==> src/rtl/ps2_hack_keymap.sv <==
// Maps MiSTer ps2_key events to the Hack keyboard code; HACK_KEY_SHIFT_EN adds shifted symbols.
// Latency 2 clocks from toggle to hack_scancode; no backpressure, accepts one event per cycle.
module ps2_hack_keymap #(
  parameter int unsigned STUCK_TIMEOUT = 0,
  parameter int unsigned TIMER_W       = 32
) (
  input  logic        clk,
  input  logic        reset,
  input  logic [10:0] ps2_key,
  output logic [7:0]  hack_scancode,
  output logic        key_event
);

  localparam logic [TIMER_W-1:0] TO_LIM = TIMER_W'(STUCK_TIMEOUT);

  // Returns {mapped, hack_code}; shift only affects digits and punctuation.
  function automatic logic [8:0] key_lookup(input logic ext, input logic [7:0] code,
                                            input logic shift);
    logic [8:0] r;
    r = '0;
    if (ext) begin
      case (code)
        8'h6B:   r = {1'b1, 8'd130};
        8'h75:   r = {1'b1, 8'd131};
        8'h74:   r = {1'b1, 8'd132};
        8'h72:   r = {1'b1, 8'd133};
        8'h6C:   r = {1'b1, 8'd134};
        8'h69:   r = {1'b1, 8'd135};
        8'h7D:   r = {1'b1, 8'd136};
        8'h7A:   r = {1'b1, 8'd137};
        8'h70:   r = {1'b1, 8'd138};
        8'h71:   r = {1'b1, 8'd139};
        default: r = '0;
      endcase
    end else begin
      case (code)
        8'h1C:   r = {1'b1, 8'd65};
        8'h32:   r = {1'b1, 8'd66};
        8'h21:   r = {1'b1, 8'd67};
        8'h23:   r = {1'b1, 8'd68};
        8'h24:   r = {1'b1, 8'd69};
        8'h2B:   r = {1'b1, 8'd70};
        8'h34:   r = {1'b1, 8'd71};
        8'h33:   r = {1'b1, 8'd72};
        8'h43:   r = {1'b1, 8'd73};
        8'h3B:   r = {1'b1, 8'd74};
        8'h42:   r = {1'b1, 8'd75};
        8'h4B:   r = {1'b1, 8'd76};
        8'h3A:   r = {1'b1, 8'd77};
        8'h31:   r = {1'b1, 8'd78};
        8'h44:   r = {1'b1, 8'd79};
        8'h4D:   r = {1'b1, 8'd80};
        8'h15:   r = {1'b1, 8'd81};
        8'h2D:   r = {1'b1, 8'd82};
        8'h1B:   r = {1'b1, 8'd83};
        8'h2C:   r = {1'b1, 8'd84};
        8'h3C:   r = {1'b1, 8'd85};
        8'h2A:   r = {1'b1, 8'd86};
        8'h1D:   r = {1'b1, 8'd87};
        8'h22:   r = {1'b1, 8'd88};
        8'h35:   r = {1'b1, 8'd89};
        8'h1A:   r = {1'b1, 8'd90};
        8'h45:   r = {1'b1, shift ? 8'd41  : 8'd48};
        8'h16:   r = {1'b1, shift ? 8'd33  : 8'd49};
        8'h1E:   r = {1'b1, shift ? 8'd64  : 8'd50};
        8'h26:   r = {1'b1, shift ? 8'd35  : 8'd51};
        8'h25:   r = {1'b1, shift ? 8'd36  : 8'd52};
        8'h2E:   r = {1'b1, shift ? 8'd37  : 8'd53};
        8'h36:   r = {1'b1, shift ? 8'd94  : 8'd54};
        8'h3D:   r = {1'b1, shift ? 8'd38  : 8'd55};
        8'h3E:   r = {1'b1, shift ? 8'd42  : 8'd56};
        8'h46:   r = {1'b1, shift ? 8'd40  : 8'd57};
        8'h29:   r = {1'b1, 8'd32};
        8'h4E:   r = {1'b1, shift ? 8'd95  : 8'd45};
        8'h55:   r = {1'b1, shift ? 8'd43  : 8'd61};
        8'h54:   r = {1'b1, shift ? 8'd123 : 8'd91};
        8'h5B:   r = {1'b1, shift ? 8'd125 : 8'd93};
        8'h5D:   r = {1'b1, shift ? 8'd124 : 8'd92};
        8'h4C:   r = {1'b1, shift ? 8'd58  : 8'd59};
        8'h52:   r = {1'b1, shift ? 8'd34  : 8'd39};
        8'h41:   r = {1'b1, shift ? 8'd60  : 8'd44};
        8'h49:   r = {1'b1, shift ? 8'd62  : 8'd46};
        8'h4A:   r = {1'b1, shift ? 8'd63  : 8'd47};
        8'h0E:   r = {1'b1, shift ? 8'd126 : 8'd96};
        8'h5A:   r = {1'b1, 8'd128};
        8'h66:   r = {1'b1, 8'd129};
        8'h76:   r = {1'b1, 8'd140};
        8'h05:   r = {1'b1, 8'd141};
        8'h06:   r = {1'b1, 8'd142};
        8'h04:   r = {1'b1, 8'd143};
        8'h0C:   r = {1'b1, 8'd144};
        8'h03:   r = {1'b1, 8'd145};
        8'h0B:   r = {1'b1, 8'd146};
        8'h83:   r = {1'b1, 8'd147};
        8'h0A:   r = {1'b1, 8'd148};
        8'h01:   r = {1'b1, 8'd149};
        8'h09:   r = {1'b1, 8'd150};
        8'h78:   r = {1'b1, 8'd151};
        8'h07:   r = {1'b1, 8'd152};
        default: r = '0;
      endcase
    end
    return r;
  endfunction

  logic       armed;
  logic       prev_toggle;
  logic       ev0;
  logic       shift_act;
  logic [8:0] lk;

  logic       s1_vld;
  logic       s1_pressed;
  logic [8:0] s1_key;
  logic       s1_mapped;
  logic [7:0] s1_hack;

  logic       held_vld;
  logic [8:0] held_key;
  logic       expire;

  // The first post-reset clock only samples the toggle, so an idle-high strobe is not an event.
  assign ev0 = armed && (ps2_key[10] != prev_toggle);

  always_ff @(posedge clk or posedge reset) begin
    if (reset) begin
      armed       <= 1'b0;
      prev_toggle <= 1'b0;
    end else begin
      armed       <= 1'b1;
      prev_toggle <= ps2_key[10];
    end
  end

`ifdef HACK_KEY_SHIFT_EN
  logic lshift_q;
  logic rshift_q;

  always_ff @(posedge clk or posedge reset) begin
    if (reset) begin
      lshift_q <= 1'b0;
      rshift_q <= 1'b0;
    end else if (ev0 && !ps2_key[8]) begin
      if (ps2_key[7:0] == 8'h12) lshift_q <= ps2_key[9];
      if (ps2_key[7:0] == 8'h59) rshift_q <= ps2_key[9];
    end
  end

  assign shift_act = lshift_q | rshift_q;
`else
  assign shift_act = 1'b0;
`endif

  assign lk = key_lookup(ps2_key[8], ps2_key[7:0], shift_act);

  always_ff @(posedge clk or posedge reset) begin
    if (reset) begin
      s1_vld     <= 1'b0;
      s1_pressed <= 1'b0;
      s1_key     <= '0;
      s1_mapped  <= 1'b0;
      s1_hack    <= '0;
    end else begin
      s1_vld <= ev0;
      if (ev0) begin
        s1_pressed <= ps2_key[9];
        s1_key     <= ps2_key[8:0];
        s1_mapped  <= lk[8];
        s1_hack    <= lk[7:0];
      end
    end
  end

  // Counter holds cycles since the event cycle inclusive, so expiry lands STUCK_TIMEOUT cycles after it.
  generate
    if (STUCK_TIMEOUT != 0) begin : g_timeout
      logic [TIMER_W-1:0] cnt_q;

      always_ff @(posedge clk or posedge reset) begin
        if (reset) begin
          cnt_q <= '0;
        end else if (ev0) begin
          cnt_q <= TIMER_W'(1);
        end else if ((held_vld || s1_vld) && (cnt_q != TO_LIM)) begin
          cnt_q <= cnt_q + TIMER_W'(1);
        end
      end

      assign expire = held_vld && !ev0 && !s1_vld && (cnt_q >= TO_LIM - TIMER_W'(1));
    end else begin : g_no_timeout
      assign expire = 1'b0;
    end
  endgenerate

  always_ff @(posedge clk or posedge reset) begin
    if (reset) begin
      held_vld      <= 1'b0;
      held_key      <= '0;
      hack_scancode <= '0;
      key_event     <= 1'b0;
    end else begin
      key_event <= 1'b0;
      if (s1_vld) begin
        if (s1_pressed && s1_mapped) begin
          held_vld      <= 1'b1;
          held_key      <= s1_key;
          hack_scancode <= s1_hack;
          key_event     <= (s1_hack != hack_scancode);
        end else if (!s1_pressed && held_vld && (s1_key == held_key)) begin
          held_vld      <= 1'b0;
          hack_scancode <= '0;
          key_event     <= (hack_scancode != 8'd0);
        end
      end else if (expire) begin
        held_vld      <= 1'b0;
        hack_scancode <= '0;
        key_event     <= (hack_scancode != 8'd0);
      end
    end
  end

endmodule

==> config.mk <==
export PLATFORM = sky130hd
export DESIGN_NAME = ps2_hack_keymap
export DESIGN_NICKNAME = d
export VERILOG_FILES = /design/src/rtl/ps2_hack_keymap.sv
export SDC_FILE = /design/constraint.sdc
export NUM_CORES = 1
export LEC_CHECK = 0
export BUFFER_PORTS_ARGS = -buffer_cell sky130_fd_sc_hd__buf_2
export CORE_MARGIN = 2
export CORE_UTILIZATION = 27
export CTS_CLUSTER_DIAMETER = 150
export DETAILED_ROUTE_END_ITERATION = 8
export PLACE_DENSITY_LB_ADDON = 0.08
export SLEW_MARGIN = 25
export SYNTH_ARGS = -nofsm -noshare
export SYNTH_HDL_FRONTEND = slang
export SYNTH_SLANG_ARGS = --single-unit
==> constraint.sdc <==
create_clock -name clk -period 3.1 [get_ports clk]
set_clock_uncertainty 0.15 [all_clocks]
set_input_delay 0.155 -clock clk [delete_from_list [all_inputs] [get_ports clk]]
set_output_delay 0.155 -clock clk [all_outputs]
set_load 0.01 [all_outputs]
# After elaboration in Yosys (flattened, before gate mapping)
# Index checks and enable logic that the tools add are counted.
[word_totals]
ff_bits = 41
latchBits = 0
ram_bits = 0
romBits = 0
input_bits = 13
output_inout_bits = 9
wordCells = 106
n_memories = 0
[classes]
n_addsub = 0
multipliers = 0
n_div = 0
magnitude_cmp = 0
eq_ne = 76
shift = 0
muxes = 10
bitwise = 0
n_reduce_logical = 9
[op_table]
columns = ["operator", "n"]
rows = [
  ["$pmux W9 S63", 1],
  ["$eq A8 B7 Y1 const B", 31],
  ["$eq A8 B6 Y1 const B", 23],
  ["$pmux W9 S10", 1],
  ["$eq A8 B5 Y1 const B", 7],
  ["$eq A8 B4 Y1 const B", 5],
  ["$eq A8 B3 Y1 const B", 4],
  ["$mux W8", 2],
  ["$eq A9 B9 Y1", 1],
  ["$mux W9", 1],
  ["$eq A8 B1 Y1 const B", 1],
  ["$eq A8 B2 Y1 const B", 1],
  ["$eq A8 B8 Y1 const B", 1],
  ["$ne A8 B8 Y1", 1],
  ["$reduce_bool A8 Y1", 1],
  ["$mux W1", 5],
  ["$logic_and A1 B1 Y1", 4],
  ["$reduce_and A2 Y1", 2],
  ["$reduce_bool A2 Y1", 1],
  ["$logic_not A1 Y1", 1],
  ["$ne A1 B1 Y1", 1],
]

# Depth between registers and ports, before layout
# Gate-level depths: netlist of run 1.
[logic_depth]
word_depth = 6
mapped_depth = 9
depth_no_buf = 6

# Worst setup path before layout of run 1
# No wires, ideal clock.
[synth_path]
path_type = "reg2reg"
from = "register prev_toggle"
to = "register s1_hack[2]"
setup_time_ns = 0.136
arrival_time_ns = 1.739
setup_slack_ns = 1.076
path_stages_with_launch = 7
path_buffers = 0
synth_period_minus_slack_ns = 2.024
cell_sequence = "dfrtp_1 -> xor2_1 -> nand2_1 -> or4_1 -> or3b_1 -> nor4_1 -> a31oi_1"
[synth_between]
elab_chain_len = 2
[synth_rtl]
columns = ["item", "line_no", "text"]
rows = [
  ["start: declaration", "107", "logic prev_toggle;"],
  ["start signal: assignment", "131", "prev_toggle <= ps2_key[10];"],
  ["$ne A1 B1 Y1", "123", "assign ev0 = armed && (ps2_key[10] != prev_toggle);"],
  ["$logic_and A1 B1 Y1", "123", ""],
  ["end signal: assignment", "169", "s1_hack <= lk[7:0];"],
  ["end: declaration", "116", "logic [7:0] s1_hack;"],
]
# No other way between the ends.
# A chain may end at the register's enable or synchronous reset.

# Worst setup path after layout of run 1
[layout_path]
from = "input ps2_key[10]"
to = "register s1_hack[2]"
[layout_between]
elab_chain_len = 2
[layout_rtl]
columns = ["item", "line_no", "text"]
rows = [
  ["start: declaration", "9", "input logic [10:0] ps2_key,"],
  ["$ne A1 B1 Y1", "123", ""],
  ["$logic_and A1 B1 Y1", "123", ""],
]
# No other way between the ends.

==> results.json, run 1 <==
{
  "diodes": 0,
  "layout.nets": 458,
  "ctsHoldBuffers": 3,
  "grt_pass1_wl_um": 19300,
  "post-cts-setup-buffers": 0,
  "firstDrtPassIters": 5,
  "avgRoutedWirePerCell_um": 19.3,
  "async_reset_ff_share_pct": 100,
  "worst_ep_required_time_ns": 3.09,
  "synth-edff-count": 0,
  "irDropWorstVdd_uv": 179,
  "drt_iter0_markers": 256,
  "cap_violations": 0,
  "die-area_mm2": 0.0136,
  "syn-num-nets": 447,
  "grt_max_degree": 39,
  "rows": 41,
  "area_delta_synth_final_pct": 12.5,
  "clock_sinks": 41,
  "crit_family": "simple AND/OR/NAND/NOR gates",
  "cts_root_buf": "clkbuf_16",
  "vias": 3416,
  "cts_buffer_depth": 2,
  "cp.arrival_ns": 2.47,
  "rsz0062_at_grt": "no",
  "yosysTopAreaCellShare_pct": 30.0,
  "slew_headroom_pct": 47.4,
  "drive_gt1_share_pct": 14.1,
  "core-area_mm2": 0.0125,
  "hold_path_class": "input port to flip-flop",
  "fin_ws_ns": 0.615,
  "yosysWarnings": 0,
  "fin_tns_setup_ns": 0,
  "clk_pin_slew_ns": 0.06,
  "cp_cell_sequence": "dlygate4sd3_1 -> buf_2 -> xor2_1 -> nand2_1 -> or4_1 -> or3b_1 -> nor4_1 -> a31oi_1",
  "period_minus_slack_ns": 2.48,
  "worstMarginPinSlew_ns": 0.786,
  "drcViolationCount": 0,
  "port_buffers": 21,
  "worstPathMaxFanout": 2,
  "post_drt_via_cell_ratio": 5.53,
  "syn_area_mm2": 0.00342,
  "cts_resized": 0,
  "die_h_um": 117,
  "cts_tree": "built",
  "gr-total-overflow": 0,
  "dp_slack_ns": 0.511,
  "synth_top_cell_by_area": "dfrtp_1",
  "grt_usage_pct": 18.4,
  "io_pins": 22,
  "max_freq_ghz": 0.402,
  "antenna_found_initial": 0,
  "finalHoldViolations": 0,
  "routed_wl_um": 11900,
  "numCtsBuffers": 5,
  "worst_setup_path_start_kind": "input port",
  "r2r_slack_ns": 0.75,
  "clk_latency_ns": 0.29,
  "synth_cells": 434,
  "outcome": "complete, no violations",
  "dp_hpwl_um": 8490,
  "yosys_most_used_dff": "dfrtp_1",
  "synth_area_leaders": "dfrtp_1, nand2_1, xnor2_1",
  "gp_congestion": 0.901,
  "crit_type": "input port to flip-flop",
  "yosysSeqAreaShare_pct": 30.0,
  "p_per_area_mw_per_mm2": 415,
  "ant_nets": 0,
  "avgSynthCellArea_um2": 7.88,
  "ys_ff_latch": 41,
  "cellLeakagePower_nw": 1.50,
  "crit_buf_inv": 2,
  "start_util_pct": 27.3,
  "first_global_vias": 3325,
  "setup_violations": 0,
  "fin_crit_sh_pct": 80.1,
  "synth_cell_types": 74,
  "max_stage_delay_ns": 0.55,
  "critPathSlowestCell": "or4_1",
  "cp-end-kind": "flip-flop",
  "fp.dieW_um": 117,
  "slew_violations": 0,
  "htree_levels": 2
}
report_power, final:
part | total [mW] | switching, mW | internal (mW)
logic | 0.389 | 0.236 | 0.153
registers | 0.672 | 0.0679 | 0.604
clock network | 0.536 | 0.216 | 0.320
total | 1.60 | 0.520 | 1.08
cells by family (layout without fill, tap and decap cells):
| logic type | Yosys count | count (layout) | share of synthesized area (%) |
|---|---|---|---|
| AO/OA/AOI/OAI | 112 | 112 | 22.5 |
| flip-flops | 41 | 41 | 30.0 |
| buffers and inverters | 46 | 58 | 7.35 |
| AND/OR/NAND/NOR | 210 | 210 | 33.8 |
| XOR/XNOR | 22 | 22 | 5.63 |
| multiplexers | 2 | 2 | 0.622 |
| other | 1 | 1 | 0.110 |
worst paths after layout:
kind                                to  cells after the start   startpoint
max reg2reg                 s1_hack[2]                      6  prev_toggle
min in group asynchronous  held_key[7]                      3        reset
min reg2reg                held_key[0]                      2  held_key[0]
max in group asynchronous   s1_hack[3]                      4        reset
min                          s1_key[5]                      3   ps2_key[5]
max                         s1_hack[2]                      8  ps2_key[10]
layout make-up:
type	count	area (µm²)
fillers	1415	8670
clock buffers	6	139
multi-input cells	347	2140
clock inverters	2	13.8
well taps	172	215
flip-flops and latches	41	1030
inverters	5	18.8
repair buffers	45	293
metrics by stage:
| step | std cells | hold slack [ns] | utilization, % | power (mW) | cell area [µm²] |
|---|---|---|---|---|---|
| 2_1_floorplan | 434 | 0.0364 | - | 0.947 | 3420 |
| 3_3_place_gp | 607 | 0.0542 | 29.3 | 1.07 | 3670 |
| 3_5_place_dp | 607 | 0.0497 | 29.3 | 1.07 | 3670 |
| 4_1_cts | 618 | 0.110 | 30.7 | 1.62 | 3850 |
| 5_1_grt | 618 | 0.167 | 30.7 | 1.71 | 3850 |
| 6_report | 618 | 0.124 | 30.7 | 1.60 | 3850 |
synthesized netlist by cell type, types with 5 or more instances:
| cell type | count |
|---|---|
| nor2_1 | 19 |
| buf_4 | 9 |
| dfrtp_1 | 41 |
| nor4_1 | 8 |
| a2111oi_0 | 5 |
| o22ai_1 | 6 |
| xor2_1 | 7 |
| a21oi_1 | 19 |
| nor3_1 | 7 |
| buf_2 | 11 |
| nand3_1 | 16 |
| nand2b_1 | 8 |
| nor3b_1 | 6 |
| o211ai_1 | 6 |
| xnor2_1 | 15 |
| nand3b_1 | 5 |
| nand4_1 | 8 |
| a32oi_1 | 5 |
| clkbuf_1 | 11 |
| nor2b_1 | 12 |
| o21ai_0 | 25 |
| buf_1 | 5 |
| a31oi_1 | 7 |
| nand2_1 | 87 |
cells in the final DEF (no fill, tap or decap), types with 3 or more instances in the layout:
cell	count
a2111oi_0	5
a21boi_0	3
a21o_1	3
a21oi_1	19
a22o_1	3
a22oi_1	4
a31oi_1	7
a32oi_1	5
and3_1	4
buf_2	21
buf_4	21
clkbuf_16	5
dfrtp_1	41
dlygate4sd3_1	3
inv_1	3
nand2_1	87
nand2b_1	8
nand3_1	16
nand3b_1	5
nand4_1	8
nand4b_1	3
nor2_1	19
nor2b_1	12
nor3_1	7
nor3b_1	6
nor4_1	8
nor4b_2	3
nor4bb_1	3
o211ai_1	6
o21ai_0	25
o22ai_1	6
o32ai_1	4
or4_1	3
or4b_1	3
xnor2_1	15
xor2_1	7
flip-flops by register name (all words and copies together), names as in the netlist:
name,count
held_vld,1
hack_scancode,8
s1_hack,8
held_key,9
prev_toggle,1
s1_mapped,1
key_event,1
s1_vld,1
s1_pressed,1
s1_key,9
armed,1
tightest hold or removal path, stage by stage:
cell and delay, ns:
buf_2 0.21, nand2_1 0.11, nand2_1 0.05
layer usage:
| metal | wire length, µm | global-route usage [%] | up-vias |
|---|---|---|---|
| met4 | 235 | 5.49 | 0 |
| met5 | 0 | 0 | - |
| li1 | - | - | 1618 |
| met3 | 684 | 2.65 | 20 |
| met2 | 5430 | 29.6 | 146 |
| met1 | 5560 | 25.6 | 1632 |
Note: power is estimated with default switching activity, not from simulation.
==> run 2, diff against run 1 <==
Settings changed: ABC_AREA set to 1.
Clock period 3.1 ns to 2.1 ns, I/O delays scaled along.
==> results.json, run 2 <==
{
  "max_freq_ghz": 0.562,
  "vias": 3183,
  "clk_pin_slew_ns": 0.08,
  "ant_nets": 0,
  "max_stage_delay_ns": 0.42,
  "fin_tns_setup_ns": 0,
  "cap_violations": 0,
  "grt_pass1_wl_um": 16500,
  "finalHoldViolations": 0,
  "slew_violations": 0,
  "yosysWarnings": 0,
  "mostFrequentLayoutCell": "nand2_1",
  "cp-end-kind": "flip-flop",
  "worst_setup_path_start_kind": "flip-flop",
  "cts_tree": "built",
  "cts_resized": 0,
  "fp.dieW_um": 108,
  "yosysSeqAreaShare_pct": 35.1,
  "clk_latency_ns": 0.29,
  "grt_usage_pct": 18.1,
  "hold_path_class": "input port to flip-flop",
  "yosys_most_used_dff": "dfrtp_1",
  "clock_sinks": 41,
  "cts_root_buf": "clkbuf_8",
  "avgSynthCellArea_um2": 6.30,
  "area_delta_synth_final_pct": 16.1,
  "reg_top3": "held_key: 9 flops, s1_key: 9 flops",
  "synth_cell_types": 26,
  "use_met2_pct": 28.9,
  "synth.top_cells.by_count": "nand2_1, nor2_1, dfrtp_1",
  "cts_buffer_depth": 2,
  "ys_ff_latch": 41,
  "die-area_mm2": 0.0117,
  "irDropWorstVdd_uv": 253,
  "cp_cell_sequence": "xor2_1 -> nor4_1 -> nand4_1 -> nand2_1 -> and3_1",
  "grt_max_degree": 23,
  "worstPathMaxFanout": 6,
  "synth_top_cell_by_area": "dfrtp_1",
  "firstDrtPassIters": 5,
  "port_buffers": 21,
  "nFillCells": 1167,
  "antenna_found_initial": 0,
  "met1_usage_pct": 22.1,
  "synth_cells": 464,
  "start_util_pct": 28.0,
  "cellLeakagePower_nw": 1.72,
  "post_drt_via_cell_ratio": 5.00,
  "layout_common_cells": "nand2_1, nor2_1, dfrtp_1, inv_1, o21ai_0",
  "gr-total-overflow": 0,
  "busiest_layer": "met2",
  "fin_crit_sh_pct": 84.8,
  "first_global_vias": 3235,
  "placed_cell_area_mm2": 0.00323,
  "p_per_area_mw_per_mm2": 621,
  "post-cts-setup-buffers": 0,
  "rsz0062_at_grt": "no",
  "routed_wl_um": 10000,
  "avgRoutedWirePerCell_um": 15.7,
  "period_minus_slack_ns": 1.78,
  "syn_area_mm2": 0.00292,
  "diodes": 0,
  "async_reset_ff_share_pct": 100,
  "yosysTopAreaCellShare_pct": 35.1,
  "final_area_mm2": 0.00339,
  "io_pins": 22,
  "critPathSlowestCell": "dfrtp_1",
  "synth_most_common_cell": "nand2_1",
  "drcViolationCount": 0,
  "rows": 37,
  "gp_congestion": 0.983,
  "synth-edff-count": 0,
  "htree_levels": 2,
  "syn-num-nets": 477,
  "dp_hpwl_um": 7930,
  "drt_iter0_markers": 137,
  "synth_area_leaders": "dfrtp_1, nand2_1, nor2_1",
  "grtUsageMet3_pct": 2.83,
  "numCtsBuffers": 5,
  "worst_ep_required_time_ns": 2.18,
  "core-area_mm2": 0.0104,
  "setup_violations": 0,
  "die_h_um": 108,
  "cp.arrival_ns": 1.86,
  "crit_type": "flip-flop to flip-flop",
  "layout.nets": 513,
  "outcome": "complete, no violations",
  "drive_gt1_share_pct": 13.4
}
==> run 2: repair_timing <==
item                       4_1_cts  5_1_grt
setup endpoints to repair        0        0
hold endpoints to repair        46        0
hold buffers                     6        0
==> run 2: per-layer routing <==
layer  wire [µm]  part of all wire, %
met1        4370                   44
met2        4460                   44
met3         491                  4.9
met4         710                  7.1
met5           0                    0
==> run 2: critical path: cells and delay by family, from the launching register on <==
| kind | cells | cell delay (ns) |
|---|---|---|
| XOR/XNOR | 1 | 0.16 |
| flip-flops | 1 | 0.42 |
| AND/OR/NAND/NOR | 4 | 1.00 |
==> run 2: final timing paths <==
path                               endpoint         from  slack [ns]  depth (start not counted)
worst min-delay path              s1_key[8]   ps2_key[8]        0.02                          3
worst max-delay path              key_event    s1_key[2]        0.32                          5
min in group asynchronous          held_vld        reset        0.24                          4
max in group asynchronous        s1_hack[0]        reset        1.32                          4
worst min register to register  held_key[4]  held_key[4]        0.35                          2
worst max register to register    key_event    s1_key[2]        0.32                          5
==> run 2: logic make-up after synthesis <==
logic type / Yosys count / synth area share, %
AND/OR/NAND/NOR: 298 / 43.5
AO/OA/AOI/OAI: 68 / 12.7
buffers and inverters: 49 / 6.42
flip-flops: 41 / 35.1
XOR/XNOR: 7 / 2.10
other: 1 / 0.128
==> run 2: per-stage QoR <==
| stage | setup slack [ns] | power (mW) | std cells | hold slack, ns | util, % |
|---|---|---|---|---|---|
| 2_1_floorplan | 0.652 | 1.37 | 464 | -0.0136 | - |
| 3_3_place_gp | 0.0264 | 1.56 | 623 | 0.00254 | 31.0 |
| 3_5_place_dp | 0.141 | 1.55 | 623 | 0.00531 | 31.0 |
| 4_1_cts | 0.299 | 2.13 | 637 | 0.0159 | 32.6 |
| 5_1_grt | 0.103 | 2.27 | 637 | 0.0391 | 32.6 |
| 6_report | 0.319 | 2.11 | 637 | 0.0210 | 32.6 |
==> run 2: power by group <==
group          internal [mW]  switching, mW  total [mW]
Sequential             0.927          0.101        1.03
Combinational          0.196          0.318       0.514
Clock                  0.297          0.268       0.565
==> run 2: final cells by class <==
| cell class | instances | area (µm²) | share of cell area (%) |
|---|---|---|---|
| Sequential cell | 41 | 1030 | 30.2 |
| Multi-Input combinational cell | 374 | 1710 | 50.4 |
| Inverter | 43 | 161 | 4.76 |
| Timing Repair Buffer | 35 | 225 | 6.64 |
| Tap cell | 136 | 170 | 5.02 |
| Clock inverter | 1 | 5.00 | 0.148 |
| Clock buffer | 7 | 96.3 | 2.84 |
==> run 3, diff against run 2 <==
Clock period 2.1 ns to 1.4 ns, I/O delays scaled along.
==> results.json, run 3 (synthesis gave the netlist of run 2 again) <==
{
  "outcome": "finished with violations",
  "failed_checks": "negative hold slack, negative setup slack",
  "worst_setup_path_start_kind": "flip-flop",
  "met1Wirelength_um": 4850,
  "drive_gt1_share_pct": 49.8,
  "vias": 3726,
  "core-area_mm2": 0.0104,
  "cp-end-kind": "flip-flop",
  "firstDrtPassIters": 4,
  "post_drt_via_cell_ratio": 4.96,
  "crit_type": "flip-flop to flip-flop",
  "power.share.clock_pct": 21.6,
  "setup_violations": 10,
  "worst_ep_required_time_ns": 1.43,
  "cellLeakagePower_nw": 2.58,
  "wl_met3_um": 500,
  "first_global_vias": 3561,
  "fin_ws_ns": -0.218,
  "antenna_found_initial": 0,
  "cts_root_buf": "clkbuf_8",
  "gr-total-overflow": 0,
  "max_freq_ghz": 0.618,
  "total_power_mw": 3.56,
  "p_sw_share_pct": 33.3,
  "p_int_mw": 2.37,
  "drcViolationCount": 0,
  "clk_pin_slew_ns": 0.08,
  "drt_iter0_markers": 205,
  "reg_top3": "held_key: 9 flops, s1_key: 9 flops",
  "finalHoldViolations": 1,
  "dp_hpwl_um": 8560,
  "layout.nets": 628,
  "rsz0062_at_grt": "yes",
  "io_pins": 22,
  "irDropWorstVdd_uv": 580,
  "wl_met2_um": 5520,
  "diodes": 0,
  "grt_usage_pct": 19.0,
  "clk_latency_ns": 0.28,
  "dp.cells": 722,
  "area_delta_synth_final_pct": 71.9,
  "cts_buffer_depth": 2,
  "grt_pass1_wl_um": 17500,
  "avgRoutedWirePerCell_um": 15.2,
  "holdWs_ns": -0.0160,
  "slew_violations": 0,
  "seqPwrFrac_pct": 42.8,
  "port_buffers": 21,
  "clock_sinks": 41,
  "pwr-share-comb_pct": 35.6,
  "grt_max_degree": 24,
  "switchingPower_mw": 1.18,
  "die-area_mm2": 0.0117,
  "fp.dieW_um": 108,
  "numCtsBuffers": 5,
  "routed_wl_um": 11400,
  "routed.top_layer": "met4",
  "rows": 37,
  "start_util_pct": 28.0,
  "htree_levels": 2,
  "ant_nets": 0,
  "mostFrequentLayoutCell": "buf_4",
  "cp.arrival_ns": 1.65,
  "worstPathMaxFanout": 4,
  "p_per_area_mw_per_mm2": 708,
  "fin_crit_sh_pct": 116,
  "gp_congestion": 0.932,
  "period_minus_slack_ns": 1.62,
  "hold_path_class": "input port to flip-flop",
  "fin_cells": 751,
  "die_h_um": 108,
  "cap_violations": 0,
  "cts_tree": "built",
  "layout_common_cells": "buf_4, nand2_1, nor2_1, dfrtp_1, nand2_2"
}
[run 3: cell types whose count changed in the layout (fill, tap and decap cells not counted), moves of 19 or more]
cell / previous run / this run
buf_4: 8 / 112
nand2_1: 131 / 88
nand2_2: 10 / 32
nand2_4: 0 / 20
nor2_1: 96 / 49
nor2_2: 10 / 29
nor2_4: 2 / 30
[run 3: final timing paths]
check | slack (ns) | end | startpoint | depth (start not counted)
worst min register to register | 0.34 | held_key[2] | held_key[2] | 2
worst min-delay path | -0.02 | s1_key[7] | ps2_key[7] | 4
max in group asynchronous | 0.63 | hack_scancode[4] | reset | 4
worst max-delay path | -0.22 | hack_scancode[0] | held_key[1] | 7
min in group asynchronous | 0.20 | s1_key[8] | reset | 4
worst max register to register | -0.22 | hack_scancode[0] | held_key[1] | 7
[run 3: repair_timing]
item	4_1_cts	5_1_grt
pin swaps	7	65
hold buffers	4	1
setup buffers	2	17
endpoints found under the setup margin	19	31
resized for setup	45	191
cloned	0	1
hold endpoints to repair	44	1
[run 3: metrics by stage]
stage               cell area, µm²  hold slack (ns)  setup TNS [ns]  util [%]  setup WS, ns
floorplan                     2930          -0.0486          -0.174         -       -0.0408
global placement              3990          -0.0395           -5.44      38.3        -0.489
detailed placement            3990          -0.0395           -5.09      38.3        -0.473
CTS                           4280           0.0180           -1.74      41.1        -0.187
global route                  5020          0.00900           -2.90      48.2        -0.276
finish                        5020          -0.0160           -1.99      48.2        -0.218
[run 3: critical path, cell delays in order, from the launching register on]
cell and delay (ns):
dfrtp_1 0.39, nand2_1 0.07, nand2_1 0.07, nor4_2 0.31, nand4_1 0.20, buf_4 0.21
nand3_2 0.05, o21ai_1 0.06
[run 3: power by group through the flow]
stage / Sequential, mW / Combinational, mW / Clock (mW)
after floorplan: 1.55 / 0.517 / 0
after global placement: 1.54 / 1.02 / 0
after detailed placement: 1.55 / 1.02 / 0
after CTS: 1.53 / 1.07 / 0.798
after global routing: 1.55 / 1.39 / 0.850
final: 1.52 / 1.26 / 0.768
[run 3: routing by layer]
metal	track usage (%)	vias to the layer above
met4	10.5	0
li1	-	1820
met1	23.6	1729
met2	32.1	129
met5	0	-
met3	2.11	48
[run 3: area by class of cell]
cell class	instances	area (µm²)
Clock buffer	7	86.3
Sequential cell	41	1030
Fill cell	1055	5400
Multi-Input combinational cell	375	2350
Inverter	43	189
Timing Repair Buffer	149	1200
Tap cell	136	170
